## config.mk

```make
export PLATFORM = sky130hd
export DESIGN_NAME = shift_seq_ctrl
export DESIGN_NICKNAME = d
export VERILOG_FILES = /design/src/rtl/shift_ctrl_pkg.sv /design/src/rtl/shift_reg_core.sv /design/src/rtl/shift_seq_ctrl.sv
export SDC_FILE = /design/constraint.sdc
export NUM_CORES = 1
export LEC_CHECK = 0
export CORE_ASPECT_RATIO = 1.2
export CORE_MARGIN = 3
export CORE_UTILIZATION = 50
export DETAILED_ROUTE_END_ITERATION = 10
export PLACE_DENSITY = 0.82
export SYNTH_ARGS = -nofsm -noshare
export SYNTH_HDL_FRONTEND = slang
export SYNTH_SLANG_ARGS = --single-unit
export TNS_END_PERCENT = 5
```

## constraint.sdc

```tcl
create_clock -name clk -period 2.6 [get_ports clk]
set_input_delay 0.39 -clock clk [delete_from_list [all_inputs] [get_ports clk]]
set_output_delay 0.39 -clock clk [all_outputs]
set_load 0.01 [all_outputs]
```

## src/rtl/shift_ctrl_pkg.sv

```systemverilog
// Shared types and sizing helpers for the serial shift sequencer.
// Used by shift_seq_ctrl (optional parity build: SHIFT_PARITY_EN).
package shift_ctrl_pkg;

    typedef enum logic [1:0] {
        IDLE  = 2'd0,
        SHIFT = 2'd1,
        HOLD  = 2'd2
    } shift_state_t;

    // Counter must reach WIDTH+1 (parity build) without wrapping.
    function automatic int cnt_width(input int width);
        return $clog2(width + 2);
    endfunction

endpackage

```

## src/rtl/shift_reg_core.sv

```systemverilog
// Right-shift register with parallel load: serial data enters at the MSB,
// bit0 is the next bit to leave. Load takes priority over shift.
module shift_reg_core #(
    parameter int WIDTH = 8
) (
    input  logic             clk,
    input  logic             rst,
    input  logic             load,
    input  logic [WIDTH-1:0] load_data,
    input  logic             shift,
    input  logic             ser_in,
    output logic [WIDTH-1:0] par_out
);

    logic [WIDTH-1:0] data_q;
    logic [WIDTH-1:0] data_d;

    always_comb begin
        data_d = data_q;
        if (load) begin
            data_d = load_data;
        end else if (shift) begin
            data_d = {ser_in, data_q[WIDTH-1:1]};
        end
    end

    always_ff @(posedge clk) begin
        if (rst) begin
            data_q <= '0;
        end else begin
            data_q <= data_d;
        end
    end

    assign par_out = data_q;

endmodule

```

## src/rtl/shift_seq_ctrl.sv

```systemverilog
// Full-duplex serial shift sequencer: parallel word in, serial out/in, parallel word out.
// Define SHIFT_PARITY_EN to append an even-parity bit and check the received parity.
module shift_seq_ctrl
    import shift_ctrl_pkg::*;
#(
    parameter int   WIDTH      = 8,
    parameter logic IDLE_LEVEL = 1'b1
) (
    input  logic             clk,
    input  logic             rst,
    input  logic             in_valid,
    output logic             in_ready,
    input  logic [WIDTH-1:0] in_data,
    output logic             ser_out,
    input  logic             ser_in,
    output logic             shift_en,
    output logic             busy,
    output logic             out_valid,
    input  logic             out_ready,
    output logic [WIDTH-1:0] out_data,
    output logic             parity_err
);

    localparam int CNT_W = cnt_width(WIDTH);
`ifdef SHIFT_PARITY_EN
    localparam int NSHIFT = WIDTH + 1;
`else
    localparam int NSHIFT = WIDTH;
`endif
    localparam logic [CNT_W-1:0] LAST_CNT = CNT_W'(NSHIFT - 1);
    localparam logic [CNT_W-1:0] DATA_CNT = CNT_W'(WIDTH);

    shift_state_t     state_q, state_d;
    logic [CNT_W-1:0] cnt_q, cnt_d;
    logic [WIDTH-1:0] tx_word;
    logic [WIDTH-1:0] rx_word;
    logic             accept;
    logic             data_phase;
    logic             tx_unused;

    assign in_ready   = (state_q == IDLE) && !rst;
    assign accept     = in_valid && in_ready;
    assign data_phase = (state_q == SHIFT) && (cnt_q < DATA_CNT);
    // Only bit0 of the transmit register is ever driven onto the line.
    assign tx_unused  = ^tx_word[WIDTH-1:1];

    always_ff @(posedge clk) begin
        if (rst) begin
            state_q <= IDLE;
            cnt_q   <= '0;
        end else begin
            state_q <= state_d;
            cnt_q   <= cnt_d;
        end
    end

    always_comb begin
        state_d = state_q;
        cnt_d   = cnt_q;
        case (state_q)
            IDLE: begin
                if (accept) begin
                    state_d = SHIFT;
                    cnt_d   = '0;
                end
            end
            SHIFT: begin
                cnt_d = cnt_q + CNT_W'(1);
                if (cnt_q == LAST_CNT) begin
                    state_d = HOLD;
                end
            end
            HOLD: begin
                if (out_ready) begin
                    state_d = IDLE;
                end
            end
            default: state_d = IDLE;
        endcase
    end

`ifdef SHIFT_PARITY_EN
    logic tx_par_q, tx_par_d;
    logic parity_err_q, parity_err_d;

    // Transmit parity is latched at accept because the tx register drains during shifting.
    always_comb begin
        tx_par_d     = accept ? ^in_data : tx_par_q;
        parity_err_d = parity_err_q;
        if (state_q == SHIFT && !data_phase) begin
            parity_err_d = ser_in ^ (^rx_word);
        end else if (state_q == HOLD && out_ready) begin
            parity_err_d = 1'b0;
        end
    end

    always_ff @(posedge clk) begin
        if (rst) begin
            tx_par_q     <= 1'b0;
            parity_err_q <= 1'b0;
        end else begin
            tx_par_q     <= tx_par_d;
            parity_err_q <= parity_err_d;
        end
    end

    assign parity_err = parity_err_q;
`else
    assign parity_err = 1'b0;
`endif

    always_comb begin
        shift_en  = (state_q == SHIFT);
        busy      = (state_q != IDLE);
        out_valid = (state_q == HOLD);
        ser_out   = IDLE_LEVEL;
        if (state_q == SHIFT) begin
`ifdef SHIFT_PARITY_EN
            ser_out = data_phase ? tx_word[0] : tx_par_q;
`else
            ser_out = tx_word[0];
`endif
        end
    end

    assign out_data = rx_word;

    shift_reg_core #(.WIDTH(WIDTH)) u_tx (
        .clk       (clk),
        .rst       (rst),
        .load      (accept),
        .load_data (in_data),
        .shift     (state_q == SHIFT),
        .ser_in    (1'b0),
        .par_out   (tx_word)
    );

    shift_reg_core #(.WIDTH(WIDTH)) u_rx (
        .clk       (clk),
        .rst       (rst),
        .load      (accept),
        .load_data ({WIDTH{1'b0}}),
        .shift     (data_phase),
        .ser_in    (ser_in),
        .par_out   (rx_word)
    );

endmodule

```

Word-level counts from Yosys, hierarchy flattened
Index checks and enable logic that the tools add are counted.
{"block": "word_totals", "reg_bits": 22, "wordCells": 32}
{"block": "classes", "n_addsub": 1, "n_lt_le_gt_ge": 1, "n_eq_ne": 6, "muxes": 9, "n_reduce_logical": 11}
{"op": "two-way mux 8 bit", "n": 2}
{"op": "case mux 4 bit (2 select lines)", "n": 1}
{"op": "two-way mux 2 bit", "n": 3}
{"op": "case mux 2 bit (3 select lines)", "n": 1}
{"op": "nonzero test 2 bit", "n": 3}
{"op": "adder 4 x 1 -> 4 bit (second input constant)", "n": 1}
{"op": "equality test 4 x 3 -> 1 bit (second input constant)", "n": 1}
{"op": "less-than comparator 4 bit (second input constant)", "n": 1}
{"op": "two-way mux 4 bit", "n": 1}
{"op": "!= test 2 x 1 -> 1 bit (second input constant)", "n": 2}
{"op": "logical AND 1 bit", "n": 3}
{"op": "AND reduction 3 bit", "n": 1}
{"op": "equality test 2 x 1 -> 1 bit (second input constant)", "n": 1}
{"op": "equality test 2 bit (second input constant)", "n": 1}
{"op": "logical NOT 2 bit", "n": 1}
{"op": "!= test 2 bit (second input constant)", "n": 1}
{"op": "AND reduction 2 bit", "n": 1}
{"op": "OR reduction 2 bit", "n": 1}
{"op": "logical NOT 1 bit", "n": 1}
{"op": "two-way mux 1 bit", "n": 1}

Depth between registers and ports, before layout
{"block": "logic_depth", "ltp_word": 5, "ltp_mapped": 6, "depth_no_buf": 4}

Hierarchy
Synthesis repeated with hierarchy kept, for this count alone.
{"block": "unflattened", "cells_unflattened": 107, "area_unflattened_um2": 1047.3}
{"mod": "shift_reg_core", "instances": 2, "cells_each": 35, "area_per_inst_um2": 369.1, "seq_area_each_um2": 160.2}
{"mod": "shift_seq_ctrl", "instances": 1, "cells_each": 37, "area_per_inst_um2": 309.0, "seq_area_each_um2": 120.1}

Least setup slack after synthesis
No wires, ideal clock.
{"block": "synth_timing", "path_type": "input to register", "start": "input port rst", "end": "register cnt_q[0]", "arrival_time_ps": 1439, "required_ps": 2476, "slack_ps": 1037, "stages": 6, "cell_sequence": "buf_2 or4b_4 buf_6 buf_12 nand4b_1 o31ai_1"}
{"block": "synth_via", "elab_chain_len": 5}
{"element": "from (decl)", "line_no": "shift_seq_ctrl.sv:10", "rtl": "input logic rst,"}
{"element": "logical NOT 1 bit", "line_no": "shift_seq_ctrl.sv:41", "rtl": "assign in_ready = (state_q == IDLE) && !rst;"}
{"element": "logical AND 1 bit", "line_no": "shift_seq_ctrl.sv:41"}
{"element": "logical AND 1 bit", "line_no": "shift_seq_ctrl.sv:42", "rtl": "assign accept = in_valid && in_ready;"}
{"element": "!= test 2 bit (no source line)"}
{"element": "AND reduction 2 bit (no source line)"}
{"element": "to (signal assigned)", "line_no": "shift_seq_ctrl.sv:53", "rtl": "cnt_q <= cnt_d;"}
{"element": "to (decl)", "line_no": "shift_seq_ctrl.sv:34", "rtl": "logic [CNT_W-1:0] cnt_q, cnt_d;"}
Parallel ways exist; a longest one is shown, timed or not.
A chain may end at the register's enable or synchronous reset.

Worst setup path in the final report
{"block": "layout_timing", "start": "register state_q[0]", "end": "output port shift_en"}
{"block": "layout_via", "elab_chain_len": 1}
{"element": "from (decl)", "line_no": "shift_seq_ctrl.sv:33", "rtl": "shift_state_t state_q, state_d;"}
{"element": "from (signal assigned)", "line_no": "shift_seq_ctrl.sv:52", "rtl": "state_q <= state_d;"}
{"element": "equality test 2 x 1 -> 1 bit", "line_no": "shift_seq_ctrl.sv:113", "rtl": "shift_en = (state_q == SHIFT);"}
{"element": "to (decl)", "line_no": "shift_seq_ctrl.sv:16", "rtl": "output logic shift_en,"}
Every way passes these cells.

==> results.md <==
* Clock power share at 29.2%
* Total power draw at 0.6361 mW
* Synth cell count leaders: nand2_1, dfxtp_1, a21oi_1
* DIE AREA at 2648 µm²
* Clock transition at the registers of the reported paths at 0.12 ns
* Post-CTS resize count at 0
* Cell variety after synth at 31
* DRC at 0
* Combinational Power Share at 14.3%
* Post-synth ARST share at 0%
* Sink Count at 22
* Crit. End Element: primary output
* TritonCTS clock tree: done
* YS warnings at 0
* Relative slew margins at 43.55%
* Hold WS at 0.4824 ns
* Routed WL per cell at 13.11 µm
* Max clock buf depth at 2
* Post-synthesis sequential area ratio at 42.67%
* PD cells at 498.9 nW/µm²
* Max Cap Viol at 0
* Drt pass-1 iters at 4
* Cts bufs inserted at 3
* Number of synthesized flops with an enable pin at 0
* WP data arrival at 1.81 ns
* Met3 Use GR at 5.502%
* Die width at 47.48 µm
* Max Clock Skew at 0.003586 ns
* Yosys reg bits at 22
* Starting Density at 54.53%
* Post-synth design cell area at 1032 µm²
* Placement Setup Slack at 0.5512 ns
* Setup_tns at 0 ns
* Synth Flop Type: dfxtp_1
* Fmax achieved at 455.0 MHz
* I/O pin count at 27
* Flop pwr share at 56.5%
* Post-synth top area cell: dfxtp_1
* Die Y at 55.77 µm
* IO buf count at 25
* Rows at 17
* Worst hold path type: reg -> reg
* RSZ-0062 raised after global routing: false
* Internal power at 0.4804 mW
* GR Util met2 at 28.74%
* Initial drt markers at 17
* DRT antenna net count at 0
* Worst-Margin Slew at 0.8449 ns
* Proportion of layout cells with a drive suffix above 1 at 10.00%
* Final net count at 155
* Mapped Cells at 120
* Clk Latency, worst-skew pair at 0.30 ns
* Final slew viol count at 0
* Area grow syn2layout at 23.51%
* Final wirelength at 2.085 mm
* First-pass GRT wire length at 3.608 mm
* CP Max Fanout at 11
* Final Cycle Share at 84.52%
* Mean post-synth cell area at 8.602 µm²
* H-Tree Depth at 1
* Largest net degree at the start of global routing at 23
* Post-layout minimum cycle time at 2.198 ns
* Leakage power at 0.4413 nW
* Via density at 5.585
* VDD IR max at 0.3986 mV
* Crit Path Class: reg -> out
* Core footprint at 1893 µm²
* Met1 GRT Util at 22.20%
* Post-CTS Repair Setup Buffers at 0
* HPWL after DPL at 1.490 mm
* Leading cell type by number of instances after synthesis: nand2_1
* Setup ws final at 0.4024 ns
* Final Hold Viols at 0
* Number of global-route vias before repair at 849
* Yosys top cell area share at 42.67%
* Mapped Nets at 134
* Worst endpoint required time at 2.21 ns
* Status: complete, no violations
* Critical Path Source Type: flop
* N_diodes at 0
* Root buf cell: clkbuf_4
* Post-CTS Hold Buffers at 0
* Initial antenna violation count at 0
* Switching power at 0.1556 mW
* Setup violations, final at 0
* GR peak layer: met2
* Top cells by area, synth: dfxtp_1, a311oi_2, nand2_1
* DR vias at 888
* Global route total overflow at 0
* Routability Congestion at 0.6609
* Overall global routing resource usage at 17.86%
* Sw Ratio at 24.47%
## critical path, cell delays in order (launching register included)
cell	delay (ns)
dfxtp_1	0.52
nand2b_1	0.11
inv_1	0.27
clkdlybuf4s50_1	0.60
## flip-flops by register name, indices dropped and copies added (netlist names)
signal and cells:
u_rx.par_out 8, u_tx.par_out 8, cnt_q 4, state_q 2
## worst paths after layout
path / slack, ns / startpoint / end / cells after the start
setup reg to reg: 1.01 / state_q[0]$_SDFFE_PP0P_ / u_rx.par_out[6]$_SDFFE_PP0P_ / 3
setup / recovery: 0.40 / state_q[0]$_SDFFE_PP0P_ / shift_en / 3
hold / removal: 0.48 / u_rx.par_out[1]$_SDFFE_PP0P_ / u_rx.par_out[0]$_SDFFE_PP0P_ / 2
hold reg to reg: 0.48 / u_rx.par_out[1]$_SDFFE_PP0P_ / u_rx.par_out[0]$_SDFFE_PP0P_ / 2
## cell usage in the layout, fill, tap and decap left out, drive strengths merged
| cell type | count |
|---|---|
| clkbuf | 4 |
| mux2i | 1 |
| nand2 | 25 |
| nor3 | 2 |
| o21a | 1 |
| and4b | 1 |
| nand3 | 5 |
| nor3b | 1 |
| a21o | 1 |
| inv | 2 |
| a21oi | 11 |
| a211oi | 1 |
| buf | 2 |
| or4b | 1 |
| nor2 | 10 |
| o21bai | 1 |
| ha | 1 |
| a31oi | 1 |
| a311oi | 7 |
| o31ai | 1 |
| o21ai | 8 |
| nor2b | 1 |
| clkdlybuf4s50 | 25 |
| nand2b | 2 |
| conb | 1 |
| nand4b | 1 |
| or3 | 1 |
| dfxtp | 22 |
## cell type report
class | instances | area [µm²]
inverter | 2 | 7.507
sequential | 22 | 440.4
fill | 161 | 618.1
timing repair buffer | 27 | 265.3
multi-input combinational | 85 | 501.7
tap | 19 | 23.77
clock buffer | 4 | 36.28
## power groups by stage
stage	Combinational (mW)	Clock (mW)	Sequential, mW
finish	0.0908	0.186	0.359
global route	0.0995	0.205	0.361
CTS	0.0915	0.193	0.359
detailed placement	0.0911	0	0.367
global placement	0.0897	0	0.366
floorplan	0.0622	0	0.363
## cell families after synthesis
logic type / share of synthesized area (%)
buffers and inverters: 8.727
other: 0.3633
AOI/OAI and AO/OA: 23.64
adders and majority gates: 1.212
DFF: 42.67
muxes: 0.9697
and+or+nand+nor: 22.43
## metrics by stage
stage | util, % | area [µm²] | instances
after floorplan | - | 1032 | 120
after global placement | 65.43 | 1239 | 155
after global routing | 67.35 | 1275 | 159
after CTS | 67.35 | 1275 | 159
final | 67.35 | 1275 | 159
after detailed placement | 65.43 | 1239 | 155
## routing by layer
layer	up-vias	share of wire, %
met2	21	49
li1	453	-
met1	412	44
met5	-	0
met3	2	5.6
met4	0	0.86
No activity file was read; power rests on OpenSTA's default activity.
